===== src/rtl/pipe_pkg.sv =====
// Shared types and defaults for pipeline stage registers.
package pipe_pkg;

    localparam int unsigned DefaultWidth = 64;

    // Stage fill level derived from the main/skid valid bits.
    typedef enum logic [1:0] {PS_EMPTY, PS_ONE, PS_TWO} pipe_state_t;

endpackage


===== src/rtl/en_reg_var.sv =====
// Enable-gated register of arbitrary width with synchronous active-low reset.
module en_reg_var #(
    parameter int unsigned     WIDTH      = 64,
    parameter logic [WIDTH-1:0] RESET_DATA = '0
) (
    input  logic             clk,
    input  logic             reset,
    input  logic             en,
    input  logic [WIDTH-1:0] d,
    output logic [WIDTH-1:0] q
);

    always_ff @(posedge clk) begin
        if (!reset) begin
            q <= RESET_DATA;
        end else if (en) begin
            q <= d;
        end
    end

endmodule


===== src/rtl/pipe_skid_reg.sv =====
// Pipeline stage register with valid/ready handshake and a two-entry skid buffer;
// in_ready comes straight from a flop so out_ready never reaches it combinationally.
module pipe_skid_reg
    import pipe_pkg::*;
#(
    parameter int unsigned      WIDTH      = DefaultWidth,
    parameter logic [WIDTH-1:0] RESET_DATA = '0
) (
    input  logic             clk,
    input  logic             reset,
    input  logic             flush,
    input  logic             in_valid,
    output logic             in_ready,
    input  logic [WIDTH-1:0] in_data,
    output logic             out_valid,
    input  logic             out_ready,
    output logic [WIDTH-1:0] out_data,
    output logic [1:0]       occupancy
);

    logic             main_valid_q, main_valid_d;
    logic             skid_valid_q, skid_valid_d;
    logic             main_en, skid_en;
    logic [WIDTH-1:0] main_d;
    logic [WIDTH-1:0] main_data, skid_data;
    logic             xfer_in, xfer_out;
    pipe_state_t      state;

    assign in_ready  = ~skid_valid_q;
    assign out_valid = main_valid_q;
    assign out_data  = main_data;
    assign occupancy = {1'b0, main_valid_q} + {1'b0, skid_valid_q};

    assign xfer_in  = in_valid & in_ready;
    assign xfer_out = main_valid_q & out_ready;

    always_comb begin
        if (skid_valid_q) begin
            state = PS_TWO;
        end else if (main_valid_q) begin
            state = PS_ONE;
        end else begin
            state = PS_EMPTY;
        end
    end

    // Data enables stay low on flush so held payloads are left untouched.
    always_comb begin
        main_en      = 1'b0;
        skid_en      = 1'b0;
        main_d       = in_data;
        main_valid_d = main_valid_q;
        skid_valid_d = skid_valid_q;
        if (flush) begin
            main_valid_d = 1'b0;
            skid_valid_d = 1'b0;
        end else begin
            unique case (state)
                PS_EMPTY: begin
                    if (xfer_in) begin
                        main_en      = 1'b1;
                        main_valid_d = 1'b1;
                    end
                end
                PS_ONE: begin
                    if (xfer_in && xfer_out) begin
                        main_en = 1'b1;
                    end else if (xfer_in) begin
                        skid_en      = 1'b1;
                        skid_valid_d = 1'b1;
                    end else if (xfer_out) begin
                        main_valid_d = 1'b0;
                    end
                end
                PS_TWO: begin
                    if (xfer_out) begin
                        main_en      = 1'b1;
                        main_d       = skid_data;
                        skid_valid_d = 1'b0;
                    end
                end
                default: begin
                end
            endcase
        end
    end

    always_ff @(posedge clk) begin
        if (!reset) begin
            main_valid_q <= 1'b0;
            skid_valid_q <= 1'b0;
        end else begin
            main_valid_q <= main_valid_d;
            skid_valid_q <= skid_valid_d;
        end
    end

    en_reg_var #(
        .WIDTH      (WIDTH),
        .RESET_DATA (RESET_DATA)
    ) u_main_reg (
        .clk   (clk),
        .reset (reset),
        .en    (main_en),
        .d     (main_d),
        .q     (main_data)
    );

    en_reg_var #(
        .WIDTH      (WIDTH),
        .RESET_DATA (RESET_DATA)
    ) u_skid_reg (
        .clk   (clk),
        .reset (reset),
        .en    (skid_en),
        .d     (in_data),
        .q     (skid_data)
    );

endmodule


===== config.mk =====
export PLATFORM = sky130hd
export DESIGN_NAME = pipe_skid_reg
export DESIGN_NICKNAME = d
export VERILOG_FILES = /design/src/rtl/pipe_pkg.sv /design/src/rtl/en_reg_var.sv /design/src/rtl/pipe_skid_reg.sv
export SDC_FILE = /design/constraint.sdc
export NUM_CORES = 1
export LEC_CHECK = 0
export BUFFER_PORTS_ARGS = -buffer_cell sky130_fd_sc_hd__clkbuf_2
export CORE_MARGIN = 4
export CORE_UTILIZATION = 45
export DETAILED_ROUTE_END_ITERATION = 8
export PLACE_DENSITY = 0.78
export SETUP_SLACK_MARGIN = 0.5
export SLEW_MARGIN = 20
export SYNTH_ARGS = -nofsm -noshare
export SYNTH_HDL_FRONTEND = slang
export SYNTH_SLANG_ARGS = --single-unit
export TNS_END_PERCENT = 5

===== constraint.sdc =====
create_clock -name clk -period 3.75 [get_ports clk]
set_input_delay 0.5625 -clock clk [delete_from_list [all_inputs] [get_ports clk]]
set_output_delay 0.5625 -clock clk [all_outputs]
set_load 0.1 [all_outputs]

# After elaboration in Yosys (flattened, before gate mapping)

Index checks and enable logic that the tools add are counted.

Register bits after elaboration: 130
Bits of input ports: 69
Output and inout port bits: 68

Muxes and demuxes: 20
Bitwise gates (word level): 4
Equality and inequality tests: 8
Reduce and logical (&&, ||, !) cells: 7
$add $sub $neg: 1

Operator list:

| kind                                                            | count |
|---|---|
| 64-bit 2-to-1 mux                                               | 3 |
| 1-bit 2-to-1 mux                                                | 13 |
| 2-bit != test, second input constant                            | 6 |
| 5-bit AND reduction                                             | 1 |
| 1-bit case mux with 2 select lines                              | 2 |
| 4-bit AND reduction                                             | 1 |
| 2-bit nonzero test                                              | 2 |
| 1-bit case mux with 3 select lines                              | 1 |
| 1-bit by 1-bit adder with 2-bit output                          | 1 |
| 1-bit AND                                                       | 2 |
| 2-bit by 1-bit == test with 1-bit output, second input constant | 1 |
| 2-bit == test, second input constant                            | 1 |
| 2-bit zero test                                                 | 1 |
| 2-bit 2-to-1 mux                                                | 1 |
| 1-bit inverter                                                  | 2 |
| 2-bit OR reduction                                              | 1 |
| 1-bit logical AND                                               | 1 |

# Logic depth before layout (Yosys ltp)

Depth in word-level cells: 6
Gate-level depth with buffers: 8

# Modules after synthesis

From an unflattened synthesis, not the netlist that was laid out.

Cells, all modules: 508
Area, all modules: 6130.9 µm²

Modules (own cells, without submodules):

| module        | times used | cells an instance | sequential area each (µm²) | area each (µm²) |
|---|---|---|---|---|
| en_reg_var    | 2          | 206               | 1281.2                     | 2451.1 |
| pipe_skid_reg | 1          | 96                | 40.0                       | 1228.7 |

# Worst setup path before layout

OpenSTA, ideal clock, no wires.

Path kind: reg-to-reg
Start point: reg main_valid_q, in the netlist out_valid
End point: reg u_main_reg.q[10]
Cell stages (with the launch flop): 7
Period minus slack after synthesis: 2.629 ns
Data required time: 3.679 ns
Buffers on the path: 1
Path slack: 1.121 ns
Arrival time: 2.558 ns
Cell sequence: dfxtp_1 ha_1 and4b_1 a311o_1 a21oi_2 buf_2 o2bb2ai_1

Longest elaborated chain between the ends: 5
Elaborated cells between the ends (all ways): 14
Those cells by class: eq/ne: 2; mux: 9; bitwise: 1; reduce/logical: 2

Ends and longest elaborated chain:

| what                                                                           | RTL line                                 | RTL |
|---|---|---|
| start: declaration                                                             | pipe_skid_reg.sv:21                      | `logic main_valid_q, main_valid_d;` |
| start signal: assignment                                                       | pipe_skid_reg.sv:93                      | `main_valid_q <= main_valid_d;` |
| 1-bit 2-to-1 mux / 1-bit AND (equally long branches)                           | pipe_skid_reg.sv:40, pipe_skid_reg.sv:35 |  |
| 2-bit 2-to-1 mux / 1-bit logical AND (equally long branches)                   | pipe_skid_reg.sv:38, pipe_skid_reg.sv:66 |  |
| 2-bit == test (tied with other cells)                                          | pipe_skid_reg.sv:58                      | `unique case (state)` |
| 1-bit case mux with 3 select lines / 64-bit 2-to-1 mux (equally long branches) | pipe_skid_reg.sv:58                      |  |
| 1-bit 2-to-1 mux / 64-bit 2-to-1 mux (equally long branches)                   | pipe_skid_reg.sv:54                      | `if (flush) begin` |
| end signal: assignment                                                         | en_reg_var.sv:15                         | `q <= RESET_DATA;` |
| end signal: assignment                                                         | en_reg_var.sv:17                         | `q <= d;` |
| end: declaration                                                               | en_reg_var.sv:10                         | `output logic [WIDTH-1:0] q` |

Several ways; a longest one is shown, not always the timed one.
A chain may end at the register's enable or synchronous reset.

# Worst setup path after layout

Start point: reg main_valid_q, in the netlist out_valid
End point: reg u_main_reg.q[40]

Same word-level chain as after synthesis.

==> flow_metrics.tcl <==
set metrics [dict create \
    use_met1 0.256 \
    pwr-share-seq 0.413 \
    timing.critical_path.buf_inv 1 \
    h-tree-depth 4 \
    drt_iter0_drc 186 \
    synth_edf_count 0 \
    die_x_um 113 \
    die-area_mm2 0.0128 \
    synth_mux_area_frac 0.129 \
    dr.pass1.iters 5 \
    cp-end-kind "flip-flop" \
    layout_min_cycle_time_ns 2.54 \
    switchingPower_mw 0.994 \
    p_leak_nw 2.38 \
    die_height_um 113 \
    critPathTopFamily "compound AO/OA/AOI/OAI gates" \
    grt_usage 0.191 \
    relSlewSlack 0.519 \
    critPathLaunch "out_valid$_SDFFE_PP0P_" \
    setup_viol_count_final 0 \
    synth_area_mm2 0.00495 \
    yosysTopAreaCell "dfxtp_1" \
    synth_common_cells "dfxtp_1 (130), nand2_1 (130), a21oi_1 (66)" \
    cts-root-buf "clkbuf_8" \
    crit_type "flip-flop to flip-flop" \
    drv_slew 0 \
    post-dp-hpwl_mm 7.92 \
    area_growth_pct 27.4 \
    use_met3 0.0497 \
    synth_cell_types 23 \
    holdBufCountCts 0 \
    synthArstFlopShare 0 \
    hp-class "input port to flip-flop" \
    slowest_delay_ns 0.58 \
    busiest_layer "met2" \
    syn_avg_cell_area_um2 9.57 \
    grt_pass1_wl_mm 19.8 \
    switching_share 0.282 \
    cts_buffer_depth 2 \
    setup_tns_ns 0 \
    hold_viol 0 \
    rsz0062_at_grt "no" \
    synth_top_family_by_area "compound AO/OA/AOI/OAI gates" \
    tritoncts "built" \
    crit_end "u_main_reg.q[40]$_SDFFE_PN0P_" \
    n_antenna_cell 0 \
    fmax_ghz 0.393 \
    gp_congestion 0.771 \
    drive_above_1_share 0.266 \
    viasPerCell 5.23 \
    cp_cell_sequence "ha_1, and4b_1, a311o_1, a21oi_4, buf_12, o2bb2ai_1" \
    yosys.area_share.simple 0.112 \
    r2r_cells 6 \
    post-route-util 0.585 \
    grt_util_met2 0.294 \
    ant_nets 0 \
    ys_seq_elements 130 \
    cts_sinks 130 \
    critPathSlowestCell "a21oi_4" \
    initial_core_util 0.459 \
    synthXorXnorAreaFrac 0 \
    netlist_instances 518 \
    clk_pin_slew_ns 0.06 \
    power_density_mw_per_mm2 559 \
    max_cap_viol_count 0 \
    peakVddDrop_mv 0.271 \
    cp.depth 6 \
    antenna_found_initial 0 \
    intPower_mw 2.54 \
    core_area_mm2 0.0108 \
    synth-adder-area-share 0.00758 \
    cts_resized 0 \
    cts_setup_buffers 0 \
    io_buffers 136 \
    crit_arrival_ns 2.96 \
    ys.warnings.count 0 \
    power.total_mw 3.53 \
    clk_latency_ns 0.51 \
    grt.overflow.total 0 \
    synthTopCellsByArea "dfxtp_1 (53%), mux2i_1 (13%), o2bb2ai_1 (11%)" \
    status "finished clean" \
    synthFlopType "dfxtp_1" \
    seq_area_frac_synth 0.525 \
    reg2reg_slack_ns 1.21 \
    synth_nets 590 \
    required_ns 4.17 \
    r2r-start "out_valid$_SDFFE_PP0P_" \
    clock_skew_ns 0.00893 \
    start_kind "flip-flop" \
    first_global_vias 4080 \
    nets 712 \
    worstPathMaxFanout 43 \
    grt_max_degree 66 \
    post-route-period-util 0.678 \
    io_pins 137 \
    timing.rr.end "u_main_reg.q[40]$_SDFFE_PN0P_" \
    power.share.clock 0.447 \
    rows 38 \
    synth_compound_area_frac 0.189 \
    tightest_slew_ns 0.721 \
    post_drt_wl_per_cell_um 15.3 \
    wl_mm 12.1 \
    post-route-drc-count 0 \
    cts_buffers 17 \
    power_frac_comb 0.140 \
    vias 4146 \
    yosysTopAreaCellShare 0.525 \
]
logic make-up after synthesis:
kind of cell | count (synthesis)
DFF | 130
AOI/OAI and AO/OA | 137
adders and majority gates | 3
buffers and inverters | 44
and+or+nand+nor | 140
muxes | 64
power by group through the flow:
stage / combinational [mW] / clock (mW) / sequential, mW
after detailed placement: 0.495 / 0 / 1.49
after floorplan: 0.109 / 0 / 1.75
after global routing: 0.518 / 1.67 / 1.46
final: 0.493 / 1.58 / 1.46
after CTS: 0.496 / 1.61 / 1.46
after global placement: 0.489 / 0 / 1.49
worst reg2reg max path: stages, from the launching register on:
cell and delay (ns):
dfxtp_1 0.50, ha_1 0.32, and4b_1 0.24, a311o_1 0.34
a21oi_4 0.58, buf_12 0.32, o2bb2ai_1 0.16
cells in the final DEF (no fill, tap or decap), types with 2 or more instances in the layout:
cell type  netlist  layout
clkinv_4         0       2
buf_4            0       3
clkbuf_16        0      16
bufinv_16        0       3
buf_12           0       3
clkbuf_2         0     136
dfxtp_1        130     130
inv_1            5       4
a21oi_1         66      66
mux2i_1         64      64
nand2_1        130     129
clkbuf_1        22       5
o2bb2ai_1       64      64
ha_1             3       3
clkinv_2         0       4
o21ai_0          4       4
worst min-delay path by stage:
| stage | startpoint | end | cells past startpoint |
|---|---|---|---|
| floorplan | u_skid_reg.q[0]$_SDFFE_PN0P_ | u_skid_reg.q[0]$_SDFFE_PN0P_ | 2 |
| global placement | u_skid_reg.q[0]$_SDFFE_PN0P_ | u_skid_reg.q[0]$_SDFFE_PN0P_ | 2 |
| detailed placement | u_main_reg.q[2]$_SDFFE_PN0P_ | u_main_reg.q[2]$_SDFFE_PN0P_ | 1 |
| CTS | in_data[22] | u_skid_reg.q[22]$_SDFFE_PN0P_ | 3 |
| global route | in_data[6] | u_skid_reg.q[6]$_SDFFE_PN0P_ | 3 |
| finish | in_data[22] | u_skid_reg.q[22]$_SDFFE_PN0P_ | 3 |
routing by layer:
metal,vias to the layer above,wire [µm]
met3,12,952
li1,2064,-
met4,0,113
met2,137,5460
met1,1933,5570
met5,-,0
layout make-up:
cell class,count,area (µm²)
clock buffer,22,433
clock inverter,10,135
fill,956,4480
inverter,5,18.8
multi-input combinational,344,2180
sequential,130,2600
tap,140,175
timing repair buffer,142,763
sequential cells by signal, indices dropped and copies added (netlist names):
register / count
out_valid: 1
u_skid_reg.q: 64
u_main_reg.q: 64
skid_valid_q: 1
stage by stage:
step                cell area, µm²  cells  hold slack [ns]  setup slack (ns)
finish                        6310    793            0.286              1.21
global route                  6310    793            0.271              1.03
CTS                           6310    793            0.261              1.21
detailed placement            5740    761            0.445              1.23
global placement              5740    761            0.441              1.33
floorplan                     4950    518            0.436              1.12
(Power assumes the default switching activity.)
